**config.mk**
```make
export PLATFORM = sky130hd
export DESIGN_NAME = pwm_deadband
export DESIGN_NICKNAME = d
export VERILOG_FILES = /design/src/rtl/pwm_pkg.sv /design/src/rtl/pwm_deadband_chan.sv /design/src/rtl/pwm_deadband.sv
export SDC_FILE = /design/constraint.sdc
export NUM_CORES = 1
export LEC_CHECK = 0
export ABC_CLOCK_PERIOD_IN_PS = 6120
export CAP_MARGIN = 40
export CORE_MARGIN = 5
export CORE_UTILIZATION = 60
export CTS_CLUSTER_SIZE = 12
export DETAILED_ROUTE_END_ITERATION = 6
export PLACE_DENSITY = 0.86
export SLEW_MARGIN = 10
export SYNTH_ARGS = -nofsm -noshare
export SYNTH_HDL_FRONTEND = slang
export SYNTH_SLANG_ARGS = --single-unit
```
**constraint.sdc**
```tcl
create_clock -name clk_i -period 6.12 [get_ports clk_i]
set_input_delay 1.224 -clock clk_i [delete_from_list [all_inputs] [get_ports clk_i]]
set_output_delay 1.224 -clock clk_i [all_outputs]
set_load 0.01 [all_outputs]
```
**src/rtl/pwm_pkg.sv**
```systemverilog
// Shared register map, FSM state encoding and byte-enable helper for the PWM dead-band stage.
package pwm_pkg;

    localparam int CNT_W_DEF = 16;

    localparam logic [7:0] ADR_DB_CTRL_1      = 8'h00;
    localparam logic [7:0] ADR_DB_DEAD_RISE_1 = 8'h04;
    localparam logic [7:0] ADR_DB_DEAD_FALL_1 = 8'h08;
    localparam logic [7:0] ADR_DB_STATUS_1    = 8'h0C;
    localparam logic [7:0] ADR_DB_CTRL_2      = 8'h10;
    localparam logic [7:0] ADR_DB_DEAD_RISE_2 = 8'h14;
    localparam logic [7:0] ADR_DB_DEAD_FALL_2 = 8'h18;
    localparam logic [7:0] ADR_DB_STATUS_2    = 8'h1C;

    typedef enum logic [1:0] {
        ST_OFF  = 2'd0,
        ST_LOW  = 2'd1,
        ST_DEAD = 2'd2,
        ST_HIGH = 2'd3
    } db_state_e;

    function automatic logic [31:0] be_merge(input logic [31:0] old_v,
                                             input logic [31:0] new_v,
                                             input logic [3:0]  be);
        logic [31:0] r;
        r = old_v;
        for (int n = 0; n < 4; n++) begin
            if (be[n]) r[8*n +: 8] = new_v[8*n +: 8];
        end
        return r;
    endfunction

endpackage

```
**src/rtl/pwm_deadband_chan.sv**
```systemverilog
// One channel: input sync register, break-before-make FSM with dead-time counter, output inversion.
// Latency: pwm change sampled at edge k moves the drives at edge k+1; free-running, no backpressure.
module pwm_deadband_chan
    import pwm_pkg::*;
#(
    parameter int CNT_W = CNT_W_DEF
) (
    input  logic             clk_i,
    input  logic             rst_i,
    input  logic             pwm,
    input  logic             en,
    input  logic             inv_h,
    input  logic             inv_l,
    input  logic [CNT_W-1:0] dead_rise,
    input  logic [CNT_W-1:0] dead_fall,
    output logic             pwm_h,
    output logic             pwm_l,
    output logic [1:0]       fsm_state,
    output logic             pwm_q
);

    db_state_e        state;
    logic             rising;
    logic [CNT_W-1:0] cnt;
    logic             raw_h;
    logic             raw_l;

    // Raw drives are registered alongside the state they belong to, so they
    // can never both be high: HIGH and LOW are distinct states.
    always_ff @(posedge clk_i) begin
        if (rst_i) begin
            pwm_q  <= 1'b0;
            state  <= ST_OFF;
            rising <= 1'b0;
            cnt    <= '0;
            raw_h  <= 1'b0;
            raw_l  <= 1'b0;
        end else begin
            pwm_q <= pwm;
            if (!en) begin
                state <= ST_OFF;
                cnt   <= '0;
                raw_h <= 1'b0;
                raw_l <= 1'b0;
            end else begin
                case (state)
                    ST_OFF: begin
                        if (!pwm_q) begin
                            state <= ST_LOW;
                            raw_l <= 1'b1;
                        end else if (dead_rise == '0) begin
                            state <= ST_HIGH;
                            raw_h <= 1'b1;
                        end else begin
                            state  <= ST_DEAD;
                            rising <= 1'b1;
                            cnt    <= dead_rise - 1'b1;
                        end
                    end
                    ST_LOW: begin
                        if (pwm_q) begin
                            raw_l <= 1'b0;
                            if (dead_rise == '0) begin
                                state <= ST_HIGH;
                                raw_h <= 1'b1;
                            end else begin
                                state  <= ST_DEAD;
                                rising <= 1'b1;
                                cnt    <= dead_rise - 1'b1;
                            end
                        end
                    end
                    ST_HIGH: begin
                        if (!pwm_q) begin
                            raw_h <= 1'b0;
                            if (dead_fall == '0) begin
                                state <= ST_LOW;
                                raw_l <= 1'b1;
                            end else begin
                                state  <= ST_DEAD;
                                rising <= 1'b0;
                                cnt    <= dead_fall - 1'b1;
                            end
                        end
                    end
                    ST_DEAD: begin
                        // Input reverted before the gap elapsed: fall back to the side we came from.
                        if (pwm_q != rising) begin
                            state <= rising ? ST_LOW : ST_HIGH;
                            raw_l <= rising;
                            raw_h <= !rising;
                        end else if (cnt == '0) begin
                            state <= rising ? ST_HIGH : ST_LOW;
                            raw_h <= rising;
                            raw_l <= !rising;
                        end else begin
                            cnt <= cnt - 1'b1;
                        end
                    end
                    default: state <= ST_OFF;
                endcase
            end
        end
    end

    assign pwm_h     = raw_h ^ inv_h;
    assign pwm_l     = raw_l ^ inv_l;
    assign fsm_state = state;

endmodule

```
**src/rtl/pwm_deadband.sv**
```systemverilog
// Complementary high/low-side driver pair per PWM channel with programmable dead time and a register window.
// Latency: one cycle from pwm input sample to drive change; register access is single-cycle, no backpressure.
module pwm_deadband
    import pwm_pkg::*;
#(
    parameter int CNT_W = CNT_W_DEF
) (
    input  logic        clk_i,
    input  logic        rst_i,
    input  logic        re_i,
    input  logic        we_i,
    input  logic [7:0]  addr_i,
    input  logic [31:0] wdata_i,
    input  logic [3:0]  be_i,
    output logic [31:0] rdata_o,
    input  logic        pwm1_i,
    input  logic        pwm2_i,
    output logic        pwm1_h_o,
    output logic        pwm1_l_o,
    output logic        pwm2_h_o,
    output logic        pwm2_l_o
);

    logic [2:0]       ctrl1, ctrl2;
    logic [CNT_W-1:0] rise1, fall1, rise2, fall2;
    logic [1:0]       st1, st2;
    logic             q1, q2;
    logic             wr_en;

    assign wr_en = we_i & ~re_i;

    // The read mux already presents the addressed register, so it doubles as
    // the old value for byte-enable merging.
    always_ff @(posedge clk_i) begin
        if (rst_i) begin
            ctrl1 <= '0;
            ctrl2 <= '0;
            rise1 <= '0;
            fall1 <= '0;
            rise2 <= '0;
            fall2 <= '0;
        end else if (wr_en) begin
            case (addr_i)
                ADR_DB_CTRL_1:      ctrl1 <= 3'(be_merge(rdata_o, wdata_i, be_i));
                ADR_DB_DEAD_RISE_1: rise1 <= CNT_W'(be_merge(rdata_o, wdata_i, be_i));
                ADR_DB_DEAD_FALL_1: fall1 <= CNT_W'(be_merge(rdata_o, wdata_i, be_i));
                ADR_DB_CTRL_2:      ctrl2 <= 3'(be_merge(rdata_o, wdata_i, be_i));
                ADR_DB_DEAD_RISE_2: rise2 <= CNT_W'(be_merge(rdata_o, wdata_i, be_i));
                ADR_DB_DEAD_FALL_2: fall2 <= CNT_W'(be_merge(rdata_o, wdata_i, be_i));
                default: ;
            endcase
        end
    end

    always_comb begin
        rdata_o = '0;
        case (addr_i)
            ADR_DB_CTRL_1:      rdata_o = 32'(ctrl1);
            ADR_DB_DEAD_RISE_1: rdata_o = 32'(rise1);
            ADR_DB_DEAD_FALL_1: rdata_o = 32'(fall1);
            ADR_DB_STATUS_1:    rdata_o = {29'd0, q1, st1};
            ADR_DB_CTRL_2:      rdata_o = 32'(ctrl2);
            ADR_DB_DEAD_RISE_2: rdata_o = 32'(rise2);
            ADR_DB_DEAD_FALL_2: rdata_o = 32'(fall2);
            ADR_DB_STATUS_2:    rdata_o = {29'd0, q2, st2};
            default:            rdata_o = '0;
        endcase
    end

    pwm_deadband_chan #(.CNT_W(CNT_W)) u_ch1 (
        .clk_i     (clk_i),
        .rst_i     (rst_i),
        .pwm       (pwm1_i),
        .en        (ctrl1[0]),
        .inv_h     (ctrl1[1]),
        .inv_l     (ctrl1[2]),
        .dead_rise (rise1),
        .dead_fall (fall1),
        .pwm_h     (pwm1_h_o),
        .pwm_l     (pwm1_l_o),
        .fsm_state (st1),
        .pwm_q     (q1)
    );

    pwm_deadband_chan #(.CNT_W(CNT_W)) u_ch2 (
        .clk_i     (clk_i),
        .rst_i     (rst_i),
        .pwm       (pwm2_i),
        .en        (ctrl2[0]),
        .inv_h     (ctrl2[1]),
        .inv_l     (ctrl2[2]),
        .dead_rise (rise2),
        .dead_fall (fall2),
        .pwm_h     (pwm2_h_o),
        .pwm_l     (pwm2_l_o),
        .fsm_state (st2),
        .pwm_q     (q2)
    );

endmodule
```
==> flow_results.org, run 1 <==
** Pwr
- Net switching component of the power :: 398 uW
- Internal power component :: 1.48 mW
- IR analysis of the VDD net gives a maximum drop of 0.000163 V.
- Portion of total power attributed to combinational logic :: 4.1%
- Sequential share of power :: about two fifths
- Lkg Pwr :: 2.93 nW
- Sw frac :: 21.2%
- Power Dens Cells :: 244 nW/um^2
- In this run, the clock network consumes 56.2% of the power.
- Total design power :: 1.88 mW

** Logic synthesis
- Averaged over all synthesized cells, the footprint is 8.39 um^2.
- Yosys mapped a number of flops with a built-in enable equal to 0.
- Counting flops with an async set or reset pin after synthesis yields a share of 0%.
- Counting every instance in the synthesized netlist gives around 800.
- For this run, the number of Yosys warnings is 0.
- The cell area that synthesis handed to floorplanning was 6570 um^2.
- The synthesized design contains 114 register bits.
- In this run, distinct cell masters in the synthesized netlist total between 60 and 70.
- For this run, the leading register cell type out of synthesis is sky130_fd_sc_hd__dfxtp_1.
- Sequential cells were found to cover between 30% and 40% of the synthesized design area.

** Clock network
- Counting the buffers created by CTS gives 17.
- TritonCTS built the clock tree.
- The H-tree was split into 4 levels.
- Number of buffers inserted by post-CTS setup repair :: 0
- In this run, post-CTS repair resized a total of 0 instances.
- For the worst-skew pair, the clock arrives at the later sink with an insertion delay of 540 ps.
- Clock transition time at the flip-flop clock pins of the worst setup and hold paths :: 60 ps
- No sink is reached through more buffers than the 2 on the longest clock path.
- CTS Hold Buffers Added :: 0
- Number of sinks on the clock net :: approximately 110
- CTS placed an instance of sky130_fd_sc_hd__clkbuf_8 at the clock tree root.

** Critical path
- The worst setup path is captured at an output pin.
- The worst setup path is of the input pin to output pin kind.
- Worst path required time :: a little under 5000 ps
- For this run, the slowest stage of the critical path takes 830 ps.
- For the worst setup path, the data arrival time is approximately 3700 ps.
- Cell chain of the critical path :: clkdlybuf4s50_1 -> nor2b_2 -> buf_4 -> a22o_1 -> a22o_1 -> clkdlybuf4s50_1
- The slowest stage of the critical path is the sky130_fd_sc_hd__clkdlybuf4s50_1 cell.
- CP startpoint kind :: input pin
- Along the worst path, the maximum fanout reaches 30.

** Timing
- TNS Setup :: 0 ps
- Max transition margin :: around 40%
- Crit share post-route :: 79.7%
- At the pin with the least slew margin, the transition time is 882 ps.
- The max-slew violation count was 0.
- The routed design could run at a clock period as short as 4880 ps.
- Maximum achievable frequency :: 205 MHz
- The number of hold-slack violations in the final timing report came to 0.
- Across the routed clock network, the largest skew measured is 7.37 ps.
- Setup repair after global routing left no endpoint under its margin.
- WHS :: 487 ps
- Final Setup Violations :: 0

** Job
- Maximum Capacitance Violations :: 0

** Global routing
- Remaining Overflow, GRT :: 0
- Wire length of the first global-routing pass :: 30500 um
- The number of antenna violations at the first check in global routing was 0.
- Number of global-route vias before repair :: 6200
- Global routing used 29.0% of the available tracks across all layers.
- Maximum number of pins on one net before global-route repair :: 78

** Placed design
- During placement, the flow inserted port buffers numbering 51.
- After detailed placement, the design holds a cell count of 934.
- Detailed placer's ending HPWL :: ~13000 um
- Routability-driven placement finished with a final weighted congestion of 0.889.

** Die
- For this configuration, the core starts out at a cell density of 60.9%.
- After floorplanning, the core was divided into 38 placement rows.
- During I/O placement, the number of pins put on the boundary was 86.
- Std-Cell Core Area :: 10800 um^2
- Measured along the y axis, the die boundary spans 115 um.
- Full die area :: 13100 um^2
- Die outline width :: approximately 110 um

** Detailed routing
- The first TritonRoute pass finished after 6 iterations.
- DR iter-0 viols :: 636
- Dividing the detail-routed via count by the number of cells gives 6.52.
- The routed layout has between 6k and 7k vias.
- The final layout contains routed wiring with a total length of roughly 18000 um.
- The count of nets left with antenna violations once routing finished came out at 0.
- Final routed DRC violation total :: 0
- In the final routed layout, each cell accounts on average for 19.1 um.

** Final layout
- The count of cells in the finished layout, fillers not included, comes to 966.
- Most frequent standard cell in the layout excluding fill and tap cells :: sky130_fd_sc_hd__dfxtp_1
- Final Net Count :: 865
- Cells fill 71.4% of the core in the end.
- Commonest non-fill, non-tap cells in the layout :: sky130_fd_sc_hd__dfxtp_1 (114), sky130_fd_sc_hd__nand2_1 (100), sky130_fd_sc_hd__a21oi_1 (79), sky130_fd_sc_hd__nor2_1 (62), sky130_fd_sc_hd__clkdlybuf4s50_1 (50)
- The layout has around 810 filler cells.
- The repair_antennas step left the layout with diodes totalling 0.
- In the final layout, flip-flops and latches occupy 2280 um^2.
- Fraction of layout instances using a drive strength above 1 :: a little over a tenth
- In the final layout, the multi-input gates occupy 3930 um^2.
- Relative to the synthesized area, the layout overhead comes to 17.2%.

** Outcome
- The flow ran to the end, and the final reports show no timing, DRC or antenna violations.

** Min path
- The min-delay analysis places its worst path in the category flip-flop to flip-flop.
worst max-delay path, delay by kind of cell:
family	cells	cell delay, ps
compound gates	2	430
buf+inv	3	1740
simple gates	1	240
logic make-up after synthesis:
family,count (synthesis),synth area share [%]
AOI/OAI and AO/OA,205,19.9
xor gates and xnor gates,25,3.33
adders and majority gates,2,0.381
buffers and inverters,82,6.47
DFF,114,34.7
muxes,80,14.3
other,1,0.0571
and+or+nand+nor,274,20.8
power groups by stage:
stage | Clock (mW) | Sequential [mW] | Combinational, mW
detailed placement | 0 | 0.761 | 0.0742
global placement | 0 | 0.761 | 0.0726
CTS | 1.05 | 0.746 | 0.0752
global route | 1.09 | 0.745 | 0.0818
finish | 1.05 | 0.746 | 0.0766
floorplan | 0 | 0.760 | 0.0513
metal layers:
metal	part of all wire, %	vias to the layer above	track usage (%)
li1	-	2888	-
met1	40	2995	36.8
met2	47	373	47.1
met3	11	44	7.45
met4	2.4	0	11.5
met5	0	-	0
registers in the layout, summed over array words and instances, names as in the netlist:
name	cells
u_ch2.raw_h	1
u_ch1.raw_h	1
u_ch2.pwm_q	1
u_ch1.pwm_q	1
u_ch2.fsm_state	2
u_ch1.rising	1
rise2	16
u_ch2.raw_l	1
u_ch1.fsm_state	2
rise1	16
u_ch1.raw_l	1
u_ch2.rising	1
fall1	16
u_ch2.cnt	16
ctrl1	3
fall2	16
ctrl2	3
u_ch1.cnt	16
cells in the mapped netlist, types with 3 or more instances:
master                     number  area [um^2]
sky130_fd_sc_hd__mux2i_2        3         41.3
sky130_fd_sc_hd__nor2b_1        9         56.3
sky130_fd_sc_hd__a21o_1         3         22.5
sky130_fd_sc_hd__mux2_4         3         45.0
sky130_fd_sc_hd__inv_1         13         48.8
sky130_fd_sc_hd__a211oi_1       7         52.6
sky130_fd_sc_hd__xnor2_1        8         70.1
sky130_fd_sc_hd__nand3_1       10         50.1
sky130_fd_sc_hd__nand4_1        9         56.3
sky130_fd_sc_hd__and3_1         5         31.3
sky130_fd_sc_hd__a31oi_1       10         62.6
sky130_fd_sc_hd__a22o_1        41          359
sky130_fd_sc_hd__nor3_1         7         35.0
sky130_fd_sc_hd__dfxtp_1      114         2280
sky130_fd_sc_hd__nand2_1      100          375
sky130_fd_sc_hd__a21oi_1       79          395
sky130_fd_sc_hd__nand3b_1      15          113
sky130_fd_sc_hd__o21ai_0       26          130
sky130_fd_sc_hd__xor2_1        17          149
sky130_fd_sc_hd__mux2_1         4         45.0
sky130_fd_sc_hd__buf_6          3         33.8
sky130_fd_sc_hd__buf_2         13         65.1
sky130_fd_sc_hd__mux2_2        18          203
sky130_fd_sc_hd__mux2i_4        3         67.6
sky130_fd_sc_hd__or3_1          4         25.0
sky130_fd_sc_hd__nor2_1        62          233
sky130_fd_sc_hd__nand2b_1       4         25.0
sky130_fd_sc_hd__o21ai_1       16         80.1
sky130_fd_sc_hd__buf_4         21          158
sky130_fd_sc_hd__or4_1          7         52.6
sky130_fd_sc_hd__clkbuf_1      30          113
sky130_fd_sc_hd__mux2i_1       45          450
sky130_fd_sc_hd__mux4_2         4         90.1
sky130_fd_sc_hd__nor4_1        25          156
per-stage QoR:
stage / worst slack [ps] / instance area (um^2)
2_1_floorplan: 2340 / 6630
3_3_place_gp: 1330 / 7000
3_5_place_dp: 1300 / 7080
4_1_cts: 1270 / 7700
5_1_grt: 1140 / 7700
6_report: 1240 / 7700
final timing paths:
kind,slack (ps),endpoint,depth (start not counted),start
worst max-delay path,1240,rdata_o[7],6,addr_i[3]
worst min-delay path,490,fall1[14]$_SDFFE_PP0P_,2,fall1[14]$_SDFFE_PP0P_
worst max register to register,3300,u_ch1.cnt[15]$_SDFFE_PP0P_,7,u_ch1.fsm_state[0]$_SDFFE_PP0P_
worst min register to register,490,fall1[14]$_SDFFE_PP0P_,2,fall1[14]$_SDFFE_PP0P_
cell type report:
type	instances	area share (%)
clock inverter	9	1.96
sequential	114	29.6
tap	140	2.27
timing repair buffer	64	8.31
multi-input combinational	602	51.0
clock buffer	23	6.19
inverter	14	0.682
No activity file was read; power rests on OpenSTA's default activity.
==> run 2: changes to the inputs <==
- ABC_CLOCK_PERIOD_IN_PS: 6120 -> 3950
- CORE_UTILIZATION: 60 -> 51
- PLACE_DENSITY: 0.86 -> 0.78
- clock period: 6.12 -> 3.95 ns (I/O delays scaled with it)
==> run 2 against run 1 <==
First-iteration DRC count is 13% lower. Via count decreased by 5.3%. Hold slack worse by 4.2 ps.
==> flow_results.org, run 2 (synthesis results as in run 1) <==
** Critical path
- Worst path required time :: 3160 ps
- Setup Crit Path Kind :: input pin to output pin
- Max Fanout on Critical Path :: 18
- The worst setup path is captured at an output pin.
- Walking the worst path, the cells encountered are clkdlybuf4s50_1 -> or4_1 -> nor3_2 -> buf_12 -> a22o_1 -> clkdlybuf4s50_1.
- Critical path's top delay family :: buffers and inverters
- Arrival time reported for the critical path endpoint :: about 3000 ps
- The most numerous cell type found on the critical path is sky130_fd_sc_hd__clkdlybuf4s50_1.
- Critical path buffers and inverters :: 3
- CP startpoint kind :: input pin
- For flop-to-flop paths, the worst setup slack is 1070 ps.
- On the worst path, the slowest cell contributes a delay of 600 ps.
- Library cell contributing the largest single delay on the critical path :: sky130_fd_sc_hd__or4_1

** Global routing
- Number of global-route vias before repair :: 5651
- The first global-routing pass estimated 28600 um of wire.
- Initial antenna violation count :: 0
- Remaining Overflow, GRT :: 0
- Entering global routing, the biggest net connects 62 pins.
- Gr usage total :: 23.9%

** Timing
- At the pin with the least slew margin, the transition time is 886 ps.
- Final number of max-transition violations :: 0
- Timing would allow up to 266 MHz.
- The final critical path takes up 95.1% of the cycle.
- Subtracting the final worst setup slack from the clock period gives approximately 3800 ps.
- In the post-route analysis, the smallest setup slack over all paths is 194 ps.
- Number of failing hold endpoints at the final stage :: 0
- Final Setup Violations :: 0
- For the final database, setup skew stands at 7.00 ps.
- Setup repair after global routing missed its margin :: no
- Headroom to the max-slew limit came out at 40.8%.
- TNS Setup :: 0 ps

** Clock network
- Buffers inserted to repair hold after CTS numbered 0.
- The clock passes through at most 2 buffers.
- Clock root buffer :: sky130_fd_sc_hd__clkbuf_16
- The later pin in the worst-skew pair is clocked with a latency of 420 ps.
- TritonCTS built the clock tree.
- Depth of the CTS H-tree :: 4
- Clock transition time at the flip-flop clock pins of the worst setup and hold paths :: 50 ps
- Number of buffers inserted by post-CTS setup repair :: 0
- In this run, CTS created clock tree buffers numbering 17.
- Number of sinks on the clock net :: 114
- Number of cells upsized or downsized after cts :: 0

** Placed design
- Gpl congestion :: between 0.9 and 1
- Timing analysis after detailed placement gives a worst setup slack of 204 ps.
- The HPWL after detailed placement is 12200 um.
- Count of input and output buffers :: 51

** Detailed routing
- The detail route stage leaves a number of antenna-violating nets equal to 0.
- After detailed routing, the average wire length per cell comes to 17.4 um.
- Final routed DRC violation total :: 0
- Final Routed Wirelength :: 17400 um
- DR iter-0 viols :: 554
- The routed layout has 5968 vias.
- Drt first pass iters :: 5
- Via density :: 5.96

** Final layout
- Number of filler instances in the final layout :: approximately 1.1k
- Measured on the finished design, the core utilization comes to between 60% and 70%.
- At the end of the flow, the number of nets in the layout was a little under 900.
- Commonest non-fill, non-tap cells in the layout :: sky130_fd_sc_hd__dfxtp_1 (114), sky130_fd_sc_hd__nand2_1 (100), sky130_fd_sc_hd__a21oi_1 (79), sky130_fd_sc_hd__nor2_1 (62), sky130_fd_sc_hd__clkdlybuf4s50_1 (50)
- Multi-input gate area :: a little under 4000 um^2
- Sequential cell area in the final layout :: 2280 um^2
- In the final layout, the share of cells above drive strength 1 is 11.0%.
- Compared with the post-synthesis result, the final layout area differs by 17.7%.
- The library cell used most frequently in the layout, excluding fill and tap cells, is sky130_fd_sc_hd__dfxtp_1.
- The number of antenna diodes in the final layout is 0.

** Die
- Ports placed on the boundary :: 86
- The die covers 15300 um^2.
- The initial utilization of the core area, before any placement, comes to 52.1%.
- Die outline width :: 124 um
- Std-Cell Core Area :: about 13000 um^2
- Row generation in the floorplan step produced 41 rows.
- Die span in y :: 124 um

** Pwr
- Power Dens Cells :: 351 nW/um^2
- VDD sags by at most 0.000255 V.
- For this design the static power due to leakage is 2.93 nW.

** Min path
- Hold crit path type :: flip-flop to flip-flop

** Outcome
- The run finished with clean final reports.

** Job
- Maximum Capacitance Violations :: 0
-- run 2: routing by layer --
metal | vias to the layer above | global-route usage [%] | wire (um)
met5 | - | 0 | 0
met1 | 2782 | 32.7 | 8040
met4 | 0 | 8.65 | 305
met2 | 261 | 36.3 | 7610
li1 | 2899 | - | -
met3 | 26 | 6.31 | 1490
-- run 2: final cells by class --
class | count | area share [%]
clock inverter | 4 | 0.259
clock buffer | 28 | 6.94
tap | 172 | 2.78
sequential | 114 | 29.5
timing repair buffer | 67 | 9.09
inverter | 14 | 0.679
multi-input combinational | 602 | 50.8
-- run 2: tightest hold or removal path, delay by kind of cell, from the launching register on --
family | cells | cell delay, ps
AND/OR/NAND/NOR | 1 | 60
AO/OA/AOI/OAI | 1 | 50
flip-flops | 1 | 320
-- run 2: where the power goes --
group          internal (mW)  switching, mW  total [mW]
combinational         0.0550         0.0686       0.124
clock                  0.913          0.520        1.43
sequential              1.15        0.00326        1.16
-- run 2: path summary, 6_finish.rpt --
path                                         from                    endpoint  cells past startpoint
setup / recovery                        addr_i[1]                  rdata_o[4]                      6
hold / removal             fall1[13]$_SDFFE_PP0P_      fall1[13]$_SDFFE_PP0P_                      2
setup reg to reg  u_ch1.fsm_state[0]$_SDFFE_PP0P_  u_ch1.cnt[15]$_SDFFE_PP0P_                      7
hold reg to reg            fall1[13]$_SDFFE_PP0P_      fall1[13]$_SDFFE_PP0P_                      2
-- run 2: through the flow --
step | hold slack, ps | power, mW | cells | area, um^2
after CTS | 484 | 2.73 | 1001 | 7740
after global routing | 500 | 2.79 | 1001 | 7740
final | 483 | 2.71 | 1001 | 7740
after global placement | 471 | 1.30 | 967 | 7140
after detailed placement | 478 | 1.30 | 969 | 7180
after floorplan | 454 | 1.26 | 798 | 6630
==> RTL change: new RTL, config.mk and constraints of run 2 <==
Set the package constant `CNT_W_DEF` to 32 (it was 16).
--- a/src/rtl/pwm_pkg.sv
+++ b/src/rtl/pwm_pkg.sv
@@ -1,7 +1,7 @@
 // Shared register map, FSM state encoding and byte-enable helper for the PWM dead-band stage.
 package pwm_pkg;
 
-    localparam int CNT_W_DEF = 16;
+    localparam int CNT_W_DEF = 32;
 
     localparam logic [7:0] ADR_DB_CTRL_1      = 8'h00;
     localparam logic [7:0] ADR_DB_DEAD_RISE_1 = 8'h04;
Check against the original RTL: not equivalent (a bounded check fails within 4 cycles, from zero or initial values and one cycle with rst_i high).
==> RTL change against run 2 <==
  * The run now ends with DRC left
  * Critical path type unchanged
  * Via count is 79% higher
  * Total power is 64% higher
  * Largest cell class unchanged
  * Design area is 70% higher
  * Sequential cell count is 96 higher
  * Wire length is 100% higher
  * Synthesized area is 72% higher
  * Hold slack better by 0.015 ns
  * Setup slack worse by 0.12 ns
==> RTL change: results (changes against run 2) <==
result of the run complete, but fails checks; failing checks DRC; dpl hpwl 25900 um (+110%); number of DRC markers after the initial detailed-route iteration 1243 (+120%); global-route usage over all layers 26.6% (+2.7 points); sink of the worst hold path ctrl1[1]; count of cell types in the netlist 66 (+3.1%); met3 track demand over resource in global routing 4.32% (-2.0 points); share of synthesized cell area in full adder, half adder and majority cells 0.221% (-0.16 points); clock group share of total power 48.4% (-4.4 points); leakage power total 5.09 nW (+74%); Crit Path Max Fanout 37 (+19); fillers 1895 (+69%); xor and xnor fraction of the mapped netlist area 4.49% (+1.2 points); largest clock skew in the final design 0.00879 ns (+0.00179 ns); reg-to-reg slack, setup 0.61 ns (-0.46 ns); mean instance size in the synthesized netlist 8.46 um^2 (+0.76%); final design utilization 60.4% (-0.93 points); Crit Reg-Reg Endpoint u_ch2.cnt[23]; wire length on met1 14800 um (+84%); placed cell area 12400 um^2 (+73%); clock latency at the later pin of the worst-skew pair 0.52 ns (+0.10 ns); Met2 Wirelength 16000 um (+110%); cell with the largest stage delay on the worst path clkdlybuf4s50_1; routability-driven placement congestion ratio 0.948 (+3.7%); number of placed cells counting well taps 1643 (+70%); VDD IR-drop max 0.323 mV (+27%); compound-cell area share of the yosys netlist 17.5% (-2.5 points); pin count of the biggest net entering global routing 63 (+1.6%); DR WL met3 3020 um (+100%); met2 Resource Use GR 41.7% (+5.4 points); via count of the routed design 10680 (+79%); sequential element share of the synthesized area 37.1% (+2.4 points); number of cells traversed by the worst register-to-register path 8 (+1); startpoint of the most critical setup path addr_i[5]; worst slack, placed 0.0298 ns (-0.174 ns); buffer depth of the longest clock path 3 (+1); origin of the critical flop-to-flop path u_ch2.fsm_state[0]; iteration count of the initial detailed-routing pass 7 (+2); Post-synth top cells nand2_1, dfxtp_1, o21ai_0; worst hold margin 0.498 ns (+0.0154 ns); number of cells in the finished layout apart from fillers 1680 (+68%); fraction of layout instances using a drive strength above 1 10.4% (-0.62 points); average routed wire per standard cell 21.1 um (+21%); Reg power frac 47.7% (+5.1 points); max-slew headroom at the worst pin 44.8% (+4.0 points); cell area power density 338 nW/um^2 (-3.6%); Data arrival, critical path 3.08 ns (+0.11 ns); switching portion of total power 21.5% (-0.33 points); wire length of the first global-routing pass 56100 um (+96%); dominant cells by area after synthesis dfxtp_1, mux2i_1, nand2_1; share of synthesized area spent on multiplexers 15.4% (+1.1 points); post-route DRC violation count 10 (+10); CTS H-tree depth 1 (-3); met1 layer usage reported by global route 36.5% (+3.8 points); clock buffers created by TritonCTS 23 (+6); Synth top area share 37.1% (+2.4 points)
[RTL change: changes by cell type after synthesis, sizes merged, moves of 17 or more]
cell           run 2  this run
nor2              62        79
mux2i             51       107
a222oi             0        32
nor4              27        54
clkbuf            30        57
nand3             12        34
o21ai             42       171
nand4             10        35
dfxtp            114       210
xnor2              8        31
nand2            100       219
mux2              25        45
a22o              41         1
[RTL change: layout make-up]
class	count	share of cell area (%)
clock inverter	4	0.532
tap	280	2.66
inverter	14	0.399
multi-input combinational	1020	50.4
clock buffer	33	5.11
timing repair buffer	119	8.93
sequential	210	31.9
[RTL change: timing repair]
action | CTS | global route
setup endpoints to repair | 0 | 16
resized for setup | 0 | 2
hold buffers | 0 | 0
[RTL change: kinds of logic (layout without fill, tap and decap cells)]
logic type / Yosys count / in the layout
muxes: 152 / 152
and+or+nand+nor: 484 / 484
adders and majority gates: 2 / 2
DFF: 210 / 210
xor gates and xnor gates: 58 / 58
AOI/OAI and AO/OA: 324 / 324
buffers and inverters: 108 / 170
